<file path="config.mk">
export PLATFORM = sky130hd
export DESIGN_NAME = cpu_load_sequencer
export DESIGN_NICKNAME = d
export VERILOG_FILES = /design/src/rtl/cpu_loader_pkg.sv /design/src/rtl/cpu_load_sequencer.sv
export SDC_FILE = /design/constraint.sdc
export NUM_CORES = 1
export LEC_CHECK = 0
export ABC_AREA = 1
export CAP_MARGIN = 10
export CORE_ASPECT_RATIO = 0.8
export CORE_MARGIN = 3
export CORE_UTILIZATION = 35
export DETAILED_ROUTE_END_ITERATION = 16
export PLACE_DENSITY = 0.67
export SLEW_MARGIN = 30
export SYNTH_ARGS = -nofsm -noshare
export SYNTH_HDL_FRONTEND = slang
export SYNTH_SLANG_ARGS = --single-unit
</file>
<file path="constraint.sdc">
create_clock -name clk -period 1.85 [get_ports clk]
set_input_delay 0.37 -clock clk [delete_from_list [all_inputs] [get_ports clk]]
set_output_delay 0.37 -clock clk [all_outputs]
set_load 0.01 [all_outputs]
</file>
<file path="src/rtl/cpu_loader_pkg.sv">
// rtl/cpu_loader_pkg.sv - state encoding and command-byte layout for the CPU loader (S_CSUM exists only with LOADER_CHECKSUM_EN)
package cpu_loader_pkg;

    typedef enum logic [2:0] {
        S_IDLE  = 3'd0,
        S_LEN   = 3'd1,
        S_DATA  = 3'd2,
        S_WRITE = 3'd3,
        S_RUN   = 3'd4
`ifdef LOADER_CHECKSUM_EN
        ,
        S_CSUM  = 3'd5
`endif
    } state_t;

    localparam logic [7:0] CMD_RUN  = 8'hFF;
    localparam logic [7:0] CMD_HALT = 8'hFE;

    localparam int CMD_INSTR_BIT = 7;
    localparam int CMD_RSVD_MSB  = 6;
    localparam int CMD_RSVD_LSB  = 5;
    localparam int CMD_ADDR_MSB  = 4;
    localparam int CMD_ADDR_LSB  = 0;

endpackage

</file>
<file path="src/rtl/cpu_load_sequencer.sv">
// rtl/cpu_load_sequencer.sv - byte-stream frame parser that loads CPU memory and gates CPU reset (optional LOADER_CHECKSUM_EN)
module cpu_load_sequencer
    import cpu_loader_pkg::*;
#(
    parameter int ADDR_W = 5,
    parameter int DATA_W = 8
) (
    input  logic              clk,
    input  logic              reset,
    input  logic              rx_valid,
    input  logic [DATA_W-1:0] rx_data,
    output logic              rx_ready,
    output logic              cpu_reset,
    output logic              load,
    output logic [ADDR_W-1:0] load_address,
    output logic [DATA_W-1:0] load_data,
    output logic              is_instruction,
    output logic              busy,
    output logic              error
);

    // Count must hold both any length byte and the 2**ADDR_W meaning of 0.
    localparam int CNT_W = (DATA_W > ADDR_W + 1) ? DATA_W : ADDR_W + 1;

    state_t            state, state_next;
    logic [ADDR_W-1:0] addr;
    logic [CNT_W-1:0]  count;
    logic [DATA_W-1:0] data_r;
    logic              instr;
    logic              accept;
    logic              cmd_run, cmd_halt, cmd_bad;
`ifdef LOADER_CHECKSUM_EN
    logic [DATA_W-1:0] sum;
`endif

    assign cmd_run  = (rx_data == CMD_RUN);
    assign cmd_halt = (rx_data == CMD_HALT);
    assign cmd_bad  = (rx_data[CMD_RSVD_MSB:CMD_RSVD_LSB] != 2'b00);

    always_ff @(posedge clk) begin
        if (reset) state <= S_IDLE;
        else       state <= state_next;
    end

    always_comb begin
        state_next = state;
        rx_ready   = (state != S_WRITE);
        accept     = rx_valid && rx_ready;
        case (state)
            S_IDLE: begin
                if (accept) begin
                    if (cmd_run)                    state_next = S_RUN;
                    else if (!cmd_halt && !cmd_bad) state_next = S_LEN;
                end
            end
            S_LEN:  if (accept) state_next = S_DATA;
            S_DATA: if (accept) state_next = S_WRITE;
            S_WRITE: begin
`ifdef LOADER_CHECKSUM_EN
                state_next = (count == CNT_W'(1)) ? S_CSUM : S_DATA;
`else
                state_next = (count == CNT_W'(1)) ? S_IDLE : S_DATA;
`endif
            end
            S_RUN:  if (accept && cmd_halt) state_next = S_IDLE;
`ifdef LOADER_CHECKSUM_EN
            S_CSUM: if (accept) state_next = S_IDLE;
`endif
            default: state_next = S_IDLE;
        endcase
    end

    always_ff @(posedge clk) begin
        if (reset) begin
            addr   <= '0;
            count  <= '0;
            data_r <= '0;
            instr  <= 1'b0;
            error  <= 1'b0;
`ifdef LOADER_CHECKSUM_EN
            sum    <= '0;
`endif
        end else begin
            case (state)
                S_IDLE: begin
                    if (accept && !cmd_run && !cmd_halt) begin
                        if (cmd_bad) begin
                            error <= 1'b1;
                        end else begin
                            instr <= rx_data[CMD_INSTR_BIT];
                            addr  <= ADDR_W'(rx_data[CMD_ADDR_MSB:CMD_ADDR_LSB]);
`ifdef LOADER_CHECKSUM_EN
                            sum   <= '0;
`endif
                        end
                    end
                end
                S_LEN: begin
                    if (accept)
                        count <= (rx_data == '0) ? CNT_W'(2 ** ADDR_W) : CNT_W'(rx_data);
                end
                S_DATA: begin
                    if (accept) begin
                        data_r <= rx_data;
`ifdef LOADER_CHECKSUM_EN
                        sum    <= sum + rx_data;
`endif
                    end
                end
                S_WRITE: begin
                    addr  <= addr + ADDR_W'(1);
                    count <= count - CNT_W'(1);
                end
`ifdef LOADER_CHECKSUM_EN
                S_CSUM: if (accept && rx_data != sum) error <= 1'b1;
`endif
                default: ;
            endcase
        end
    end

    assign load           = (state == S_WRITE);
    assign cpu_reset      = (state != S_RUN);
    assign busy           = (state != S_IDLE) && (state != S_RUN);
    assign load_address   = load ? addr   : '0;
    assign load_data      = load ? data_r : '0;
    assign is_instruction = load ? instr  : 1'b0;

endmodule

</file>
==> results of run 1 <==
-- kinds of logic after synthesis --
| group | count (synthesis) | synth area share, % |
|---|---|---|
| AO/OA/AOI/OAI | 50 | 18.3 |
| adder cells (fa/ha/maj) | 3 | 2.35 |
| buffers and inverters | 51 | 13.5 |
| flip-flops | 26 | 32.6 |
| AND/OR/NAND/NOR | 116 | 33.3 |
-- what timing repair did --
| action | in CTS | in global routing |
|---|---|---|
| cloned | 0 | 0 |
| pin swaps | 0 | 0 |
| gates resized for setup | 21 | 2 |
| hold buffers | 0 | 0 |
| setup endpoints to repair | 17 | 2 |
-- routing by layer --
layer,share of wire (%),track usage [%],vias to the layer above
met5,0,0,-
met4,1.3,3.59,0
met3,6.9,4.63,9
met2,43,24.3,50
met1,49,21.1,741
li1,-,-,891
-- critical path: stages, from the launching register on --
cell and delay, ns:
dfxtp_1 0.37, nand2_2 0.09, nor2_4 0.14, inv_4 0.11, nor2_1 0.11, dlygate4sd2_1 0.28
-- cell usage after synthesis (2+ instances only) --
cell type / number
a21oi_1: 19
a31oi_1: 4
buf_2: 4
buf_6: 2
dfxtp_1: 26
ha_1: 3
inv_1: 42
nand2_1: 39
nand2_2: 2
nand3_1: 23
nand4_1: 7
nor2_1: 33
nor2_2: 2
nor3_1: 5
o21ai_0: 16
o21ai_1: 2
-- final cells by class --
cell class | count | area share [%]
well taps | 57 | 3.35
clock buffers | 3 | 1.94
inverters | 43 | 7.70
multi-input cells | 169 | 40.6
flip-flops and latches | 26 | 24.5
clock inverters | 1 | 1.41
repair buffers | 50 | 20.5
-- flip-flops by register name (all words and copies together) (netlist names) --
signal / cells
addr: 5
data_r: 8
error: 1
count: 8
state: 3
instr: 1
-- through the flow --
stage,power (mW),util (%),worst slack (ns),cell area [um^2]
finish,2.06,49.7,0.111,2130
global route,2.20,49.7,0.0231,2130
CTS,2.06,49.6,0.0315,2120
detailed placement,1.58,48.1,-0.0520,2060
global placement,1.56,48.1,-0.0218,2060
floorplan,1.29,-,0.242,1600
-- power by group through the flow --
| stage | Sequential (mW) | Clock [mW] | Combinational (mW) |
|---|---|---|---|
| floorplan | 0.739 | 0 | 0.549 |
| global placement | 0.740 | 0 | 0.821 |
| detailed placement | 0.742 | 0 | 0.836 |
| CTS | 0.731 | 0.494 | 0.838 |
| global route | 0.743 | 0.518 | 0.940 |
| finish | 0.732 | 0.485 | 0.841 |
-- worst paths after layout --
path,startpoint,endpoint,slack [ns],depth (start not counted)
setup reg to reg,count[2],count[5],0.32,6
setup / recovery,state[0],load_data[1],0.11,5
hold reg to reg,data_r[0],data_r[0],0.46,2
hold / removal,data_r[0],data_r[0],0.46,2
-- layout by cell type (no fill, tap or decap), types with 2 or more instances in the layout --
master,instances
nor3_1,5
nor2_1,32
ha_1,3
o21ai_0,16
nand2_1,39
inv_1,42
nand4_1,7
buf_4,20
dlygate4sd2_1,17
o21ai_1,2
a21oi_1,19
nand2_2,2
clkbuf_8,3
nand3_1,23
clkdlybuf4s50_1,11
dfxtp_1,25
nor2_2,3
a31oi_1,4
==> flow_metrics.env, run 1 <==
export IMPL_period_needed_ns=1.74
export IMPL_slew_viol_final=0
export IMPL_grt_pass1_vias=1497
export IMPL_grt_pass1_wl_um=6640
export IMPL_powerDensity_nw_per_um2=967
export IMPL_core_region_area_um2=4280
export IMPL_drv_cap=0
export IMPL_layout_drive_gt1_share_pct=13.7
export IMPL_syn_nets=260
export IMPL_power_leakage_nw=0.949
export IMPL_synthFlopType="dfxtp_1"
export IMPL_start_util_pct=37.3
export IMPL_pwr_share_seq_pct=35.6
export IMPL_multiInputGateArea_um2=863
export IMPL_track_usage_pct=15.6
export IMPL_syn_area_per_cell_um2=6.49
export IMPL_overflow=0
export IMPL_postRouteWirelength_um=4070
export IMPL_synth_top_area_share_pct=32.6
export IMPL_synth_edf_count=0
export IMPL_whs_ns=0.458
export IMPL_combPwrFrac_pct=40.9
export IMPL_clock_latency_ns=0.28
export IMPL_dieWidth_um=81.5
export IMPL_synthTopCellsByArea="dfxtp_1 33%, inv_1 9.9%, nand2_1 9.2%, nor2_1 7.8%, nand3_1 7.2%"
export IMPL_syn_area_um2=1600
export IMPL_fin_skew_ns=0.00282
export IMPL_drc=0
export IMPL_worst_setup_path_start_kind="flip-flop"
export IMPL_io_buffers=29
export IMPL_async_flop_share_pct=0
export IMPL_post_synth_num_cell_types=33
export IMPL_cts_tree="yes"
export IMPL_yosys_warnings=0
export IMPL_cts_sinks=26
export IMPL_h_tree_depth=1
export IMPL_dr_total_vias=1691
export IMPL_swShare_pct=37.0
export IMPL_clock_root_buffer="clkbuf_8"
export IMPL_hpwlAfterDp_um=3150
export IMPL_avgRoutedWirePerCell_um=11.7
export IMPL_rows=21
export IMPL_p_switching_mw=0.762
export IMPL_power_internal_mw=1.30
export IMPL_avgViaCountPerCell=4.85
export IMPL_hp_class="flip-flop to flip-flop"
export IMPL_cp_arrival_ns=1.37
export IMPL_outcome="finished clean"
export IMPL_rsz0062_at_grt="false"
export IMPL_yosysTopAreaCell="dfxtp_1"
export IMPL_clockPowerShare_pct=23.6
export IMPL_clockBufferDepth=2
export IMPL_netlist_instances=246
export IMPL_pin_count=30
export IMPL_dp_cells=345
export IMPL_tightest_slew_ns=0.519
export IMPL_max_slew_margin_rel_pct=65.1
export IMPL_die_y_um=66.4
export IMPL_path_class="flip-flop to output port"
export IMPL_clk_pin_slew_ns=0.10
export IMPL_critPathCaptureType="output port"
export IMPL_seqCellArea_um2=522
export IMPL_first_iter_violations=81
export IMPL_post_route_period_util_pct=94.0
export IMPL_fill_cells=454
export IMPL_final_antenna_net_count=0
export IMPL_area_delta_synth_final_pct=33.3
export IMPL_post_cts_setup_buffers=0
export IMPL_antenna_found_initial=0
export IMPL_nets=307
export IMPL_crit_required_ns=1.48
export IMPL_synth_seq_area_share_pct=32.6
export IMPL_dieArea_um2=5410
export IMPL_max_freq_mhz=575
export IMPL_stdcell_count=349
export IMPL_ys_ff_latch=26
export IMPL_n_antenna_cell=0
export IMPL_setup_violations=0
export IMPL_grt_max_degree=20
export IMPL_cts_made_buffers=3
export IMPL_gp_congestion=0.868
export IMPL_firstDrtPassIters=4
export IMPL_vdd_drop_max_v=0.000725
export IMPL_crit_fanout=17
export IMPL_finalSetupTns_ns=0
export IMPL_finalHoldViolCount=0
Power figures use the tool's default switching activity.
==> run 2, diff against run 1 <==
--- a/config.mk
+++ b/config.mk
@@ -11,7 +11,6 @@
 export CORE_MARGIN = 3
 export CORE_UTILIZATION = 35
 export DETAILED_ROUTE_END_ITERATION = 16
-export PLACE_DENSITY = 0.67
 export SLEW_MARGIN = 30
 export SYNTH_ARGS = -nofsm -noshare
 export SYNTH_HDL_FRONTEND = slang
==> constraint.sdc (replaced) <==
create_clock -name clk -period 1.5 [get_ports clk]
set_input_delay 0.3 -clock clk [delete_from_list [all_inputs] [get_ports clk]]
set_output_delay 0.3 -clock clk [all_outputs]
set_load 0.01 [all_outputs]
==> flow_metrics.env, run 2 (synthesis results as in run 1) <==
export IMPL_dp_slack_ns=-0.345
export IMPL_firstDrtPassIters=4
export IMPL_h_tree_depth=1
export IMPL_finalHoldViolCount=0
export IMPL_max_slew_margin_rel_pct=72.0
export IMPL_cts_made_buffers=3
export IMPL_powerDensity_nw_per_um2=1190
export IMPL_outcome="complete, but fails checks"
export IMPL_drc=0
export IMPL_post_route_period_util_pct=107
export IMPL_design_area_um2=2640
export IMPL_p_total_mw=3.13
export IMPL_fin_skew_ns=0.00468
export IMPL_clk_pin_slew_ns=0.10
export IMPL_start_util_pct=37.3
export IMPL_rsz0062_at_grt="true"
export IMPL_track_usage_pct=17.8
export IMPL_layout_setup_ws_ns=-0.103
export IMPL_io_buffers=29
export IMPL_final_common_cell="buf_4"
export IMPL_antenna_found_initial=0
export IMPL_min_path_cells=3
export IMPL_rr_worst_depth=10
export IMPL_path_class="flip-flop to output port"
export IMPL_period_needed_ns=1.60
export IMPL_dieWidth_um=81.5
export IMPL_crit_fanout=5
export IMPL_final_antenna_net_count=0
export IMPL_avgViaCountPerCell=4.94
export IMPL_hp_start="rx_data[6]"
export IMPL_clock_latency_ns=0.28
export IMPL_overflow=0
export IMPL_avgRoutedWirePerCell_um=13.6
export IMPL_layout_drive_gt1_share_pct=40.7
export IMPL_grt_pass1_vias=1599
export IMPL_placed_cell_area_um2=2150
export IMPL_worst_setup_path_start_kind="flip-flop"
export IMPL_most_common_layout_cells="42 x buf_4, 36 x inv_1, 32 x nand2_1, 23 x dfxtp_1, 20 x nor2_1"
export IMPL_top_regs="count: 8 flops, data_r: 8 flops, addr: 5 flops"
export IMPL_crit_required_ns=1.20
export IMPL_vdd_drop_max_v=0.000664
export IMPL_dr_total_vias=1898
export IMPL_drv_cap=0
export IMPL_rrSetupSlack_ns=-0.05
export IMPL_dieArea_um2=5410
export IMPL_hp_class="primary input to flip-flop"
export IMPL_postRouteWirelength_um=5210
export IMPL_timing_rr_end="state[2]"
export IMPL_tightest_slew_ns=0.420
export IMPL_setup_violations=21
export IMPL_rows=21
export IMPL_violations="negative setup slack"
export IMPL_cts_sinks=26
export IMPL_nets=342
export IMPL_max_freq_mhz=624
export IMPL_slew_viol_final=0
export IMPL_clock_root_buffer="clkbuf_8"
export IMPL_pin_count=30
export IMPL_first_iter_violations=116
export IMPL_gp_congestion=0.848
export IMPL_ctsHoldBuffers=0
export IMPL_hold_path_end="data_r[6]"
export IMPL_grt_max_degree=24
export IMPL_cp_arrival_ns=1.30
export IMPL_clockBufferDepth=2
export IMPL_die_y_um=66.4
export IMPL_reg2reg_from="state[1]"
export IMPL_cts_tree="yes"
export IMPL_grt_pass1_wl_um=7470
export IMPL_hpwlAfterDp_um=3370
export IMPL_critPathCaptureType="output port"
export IMPL_core_region_area_um2=4280
export IMPL_area_delta_synth_final_pct=65.4
export IMPL_power_leakage_nw=1.17
export IMPL_n_antenna_cell=0
run 2: changes by cell type in the layout (fill, tap and decap cells not counted), sizes merged:
| cell | before | now |
|---|---|---|
| buf | 21 | 69 |
| dlymetal6s2s | 1 | 4 |
| inv | 43 | 44 |
| clkdlybuf4s50 | 11 | 7 |
| clkinv | 0 | 1 |
| dlygate4sd2 | 17 | 0 |
| clkbuf | 3 | 6 |
run 2: area by class of cell:
cell class	count	area (um^2)
clock inverters	1	30.0
multi-input cells	169	1060
repair inverters	2	20.0
fillers	363	1640
clock buffers	3	41.3
flip-flops and latches	26	524
repair buffers	83	729
inverters	43	169
well taps	57	71.3
run 2: what timing repair did:
action / 4_1_cts / 5_1_grt
buffers inserted: 4 / 18
endpoints found under the setup margin: 29 / 32
resized for setup: 65 / 93
pin swaps: 2 / 18
cloned: 0 / 3
hold endpoints to repair: 0 / 0
run 2: worst max-delay path, cell delays in order (launching register included):
cell and delay, ns:
dfxtp_2 0.37, nand2_2 0.07, nor2_4 0.10, buf_12 0.15, buf_12 0.13, buf_12 0.10
buf_6 0.09
run 2: per-layer routing:
| metal | vias up | track usage [%] | routed length, um | share of wire [%] |
|---|---|---|---|---|
| met5 | - | 0 | 0 | 0 |
| met4 | 0 | 3.16 | 27 | 0.52 |
| met3 | 2 | 3.81 | 326 | 6.3 |
| met2 | 56 | 29.7 | 2440 | 47 |
| met1 | 869 | 23.6 | 2420 | 46 |
| li1 | 971 | - | - | - |
run 2: per-stage QoR:
step           instances  hold slack, ns  setup TNS, ns  util [%]
2_1_floorplan        246           0.369         -0.338         -
3_3_place_gp         357           0.444          -6.24      50.2
3_5_place_dp         357           0.448          -5.88      50.2
4_1_cts              365           0.464          -2.04      53.4
5_1_grt              384           0.481          -2.71      61.7
6_report             384           0.438         -0.735      61.7
run 2: worst max path at each step:
stage / slack (ns) / depth (start not counted) / end / startpoint
after floorplan: -0.04 / 7 / load_address[2] / state[0]
final: -0.10 / 6 / load / state[1]
after global routing: -0.18 / 10 / state[2] / state[1]
after global placement: -0.31 / 8 / state[2] / rx_data[4]
after CTS: -0.12 / 5 / load_data[1] / state[1]
after detailed placement: -0.34 / 8 / state[2] / rx_data[6]
run 2: report_power, final:
group / internal [mW] / total, mW / switching (mW) / leakage (nW)
Combinational: 0.770 / 1.62 / 0.851 / 0.920
Sequential: 0.820 / 0.915 / 0.0948 / 0.213
Clock: 0.358 / 0.597 / 0.239 / 0.0357
==> run 3, diff against run 2 <==
--- a/config.mk
+++ b/config.mk
@@ -9,8 +9,10 @@
 export CAP_MARGIN = 10
 export CORE_ASPECT_RATIO = 0.8
 export CORE_MARGIN = 3
-export CORE_UTILIZATION = 35
+export CORE_UTILIZATION = 47
 export DETAILED_ROUTE_END_ITERATION = 16
+export GPL_TIMING_DRIVEN = 1
+export PLACE_DENSITY = 0.76
 export SLEW_MARGIN = 30
 export SYNTH_ARGS = -nofsm -noshare
 export SYNTH_HDL_FRONTEND = slang
==> flow_metrics.env, run 3 (synthesis results as in run 1) <==
export IMPL_critPathCaptureType="output port"
export IMPL_max_slew_margin_rel_pct=72.5
export IMPL_dieArea_um2=4140
export IMPL_clock_root_buffer="clkbuf_8"
export IMPL_cp_arrival_ns=1.25
export IMPL_crit_fanout=6
export IMPL_clk_pin_slew_ns=0.09
export IMPL_hp_start="rx_data[1]"
export IMPL_outcome="complete, but fails checks"
export IMPL_slew_viol_final=0
export IMPL_overflow=0
export IMPL_antenna_found_initial=0
export IMPL_cts_made_buffers=3
export IMPL_worst_setup_path_start_kind="flip-flop"
export IMPL_clock_latency_ns=0.27
export IMPL_first_iter_violations=118
export IMPL_period_needed_ns=1.55
export IMPL_violations="negative setup slack"
export IMPL_crit_family="buffers and inverters"
export IMPL_crit_required_ns=1.20
export IMPL_rows=18
export IMPL_post_route_period_util_pct=103
export IMPL_crit_buf_inv=2
export IMPL_tightest_slew_ns=0.412
export IMPL_avgRoutedWirePerCell_um=13.4
export IMPL_h_tree_depth=1
export IMPL_io_buffers=29
export IMPL_critPathMaxStageDelay_ns=0.37
export IMPL_top_regs="count: 8 flops, data_r: 8 flops, addr: 5 flops"
export IMPL_dp_cells=341
export IMPL_timing_rr_end="addr[0]"
export IMPL_powerDensity_nw_per_um2=1170
export IMPL_pin_count=30
export IMPL_final_common_cell="inv_1"
export IMPL_grt_pass1_vias=1628
export IMPL_cp_slowest_cell="dfxtp_2"
export IMPL_grt_max_degree=15
export IMPL_min_path_cells=3
export IMPL_max_freq_mhz=647
export IMPL_layout_setup_ws_ns=-0.0466
export IMPL_grt_pass1_wl_um=7490
export IMPL_path_class="flip-flop to output port"
export IMPL_finalHoldViolCount=0
export IMPL_power_leakage_nw=1.06
export IMPL_start_util_pct=50.3
export IMPL_avgViaCountPerCell=5.23
export IMPL_cts_tree="yes"
export IMPL_layout_drive_gt1_share_pct=35.7
export IMPL_dp_slack_ns=-0.356
export IMPL_reg2reg_from="state[1]"
export IMPL_crit_chain="nand2_4, nor2_4, buf_4, clkdlybuf4s15_2"
export IMPL_dr_total_vias=1821
export IMPL_die_y_um=58.1
export IMPL_track_usage_pct=22.4
export IMPL_finalSetupTns_ns=-0.385
export IMPL_hpwlAfterDp_um=3230
export IMPL_fill_cells=244
export IMPL_postRouteWirelength_um=4670
export IMPL_hp_class="primary input to flip-flop"
export IMPL_core_region_area_um2=3180
export IMPL_rr_worst_depth=9
export IMPL_dieWidth_um=71.2
export IMPL_ctsHoldBuffers=0
export IMPL_vdd_drop_max_v=0.000726
export IMPL_cts_sinks=26
export IMPL_gp_congestion=0.888
export IMPL_most_common_layout_cells="37 x inv_1, 33 x nand2_1, 31 x buf_4, 23 x dfxtp_1, 22 x nand3_1"
export IMPL_area_delta_synth_final_pct=46.8
export IMPL_rrSetupSlack_ns=-0.02
export IMPL_stdcell_count=348
export IMPL_drv_cap=0
export IMPL_drc=0
export IMPL_fin_skew_ns=0.00416
export IMPL_hold_path_end="count[1]"
export IMPL_nets=323
export IMPL_firstDrtPassIters=4
export IMPL_final_antenna_net_count=0
export IMPL_setup_violations=19
export IMPL_clockBufferDepth=2
export IMPL_rsz0062_at_grt="true"
export IMPL_n_antenna_cell=0
run 3: cell types whose count changed in the layout (fill, tap and decap cells not counted), moves of 3 or more:
| cell | previous run | this run |
|---|---|---|
| buf_4 | 42 | 31 |
| buf_6 | 11 | 4 |
| buf_2 | 12 | 17 |
| nor2_2 | 8 | 13 |
| nor2_1 | 20 | 16 |
| buf_12 | 3 | 0 |
| nand3_1 | 19 | 22 |
| nand3_2 | 3 | 0 |
| o21ai_0 | 13 | 16 |
| o21ai_1 | 5 | 2 |
run 3: worst min-delay path, stage by stage:
cell and delay, ns:
dlymetal6s2s_1 0.15, nand3_1 0.10, a31oi_1 0.07
run 3: power by group:
group | total (mW) | switching, mW | internal (mW)
Sequential | 0.915 | 0.0932 | 0.822
Combinational | 1.36 | 0.770 | 0.589
Clock | 0.463 | 0.228 | 0.235
Total | 2.74 | 1.09 | 1.65
run 3: how the worst max path moves through the flow:
stage | start | to | depth (start not counted)
2_1_floorplan | state[0] | load_address[2] | 7
4_1_cts | state[1] | cpu_reset | 6
5_1_grt | state[1] | addr[2] | 9
3_5_place_dp | rx_data[7] | state[2] | 8
6_report | state[1] | load | 4
3_3_place_gp | rx_data[7] | state[2] | 8
run 3: metrics by stage:
step	total power, mW	util, %	area, um^2	hold WS (ns)
CTS	2.55	68.3	2170	0.462
global route	2.92	73.8	2340	0.420
finish	2.74	73.8	2340	0.405
global placement	2.03	67.3	2140	0.437
detailed placement	2.05	67.3	2140	0.449
floorplan	1.59	-	1600	0.369
run 3: timing repair:
action / in CTS / in global routing
setup buffers: 0 / 3
pin swaps: 4 / 10
cloned: 0 / 0
endpoints found under the setup margin: 26 / 33
gates resized for setup: 87 / 50
endpoints found under the hold margin: 0 / 0
run 3: layout make-up:
class / count / area, um^2 / share of cell area, %
Tap cell: 40 / 50.0 / 2.14
Timing Repair Buffer: 66 / 529 / 22.6
Sequential cell: 26 / 527 / 22.5
Clock buffer: 4 / 55.1 / 2.35
Inverter: 43 / 161 / 6.89
Multi-Input combinational cell: 169 / 1020 / 43.6
run 3: per-layer routing:
layer	wire, um	track usage, %
met2	2200	35.2
met3	315	5.03
met4	48	3.49
met5	0	0
met1	2100	32.2
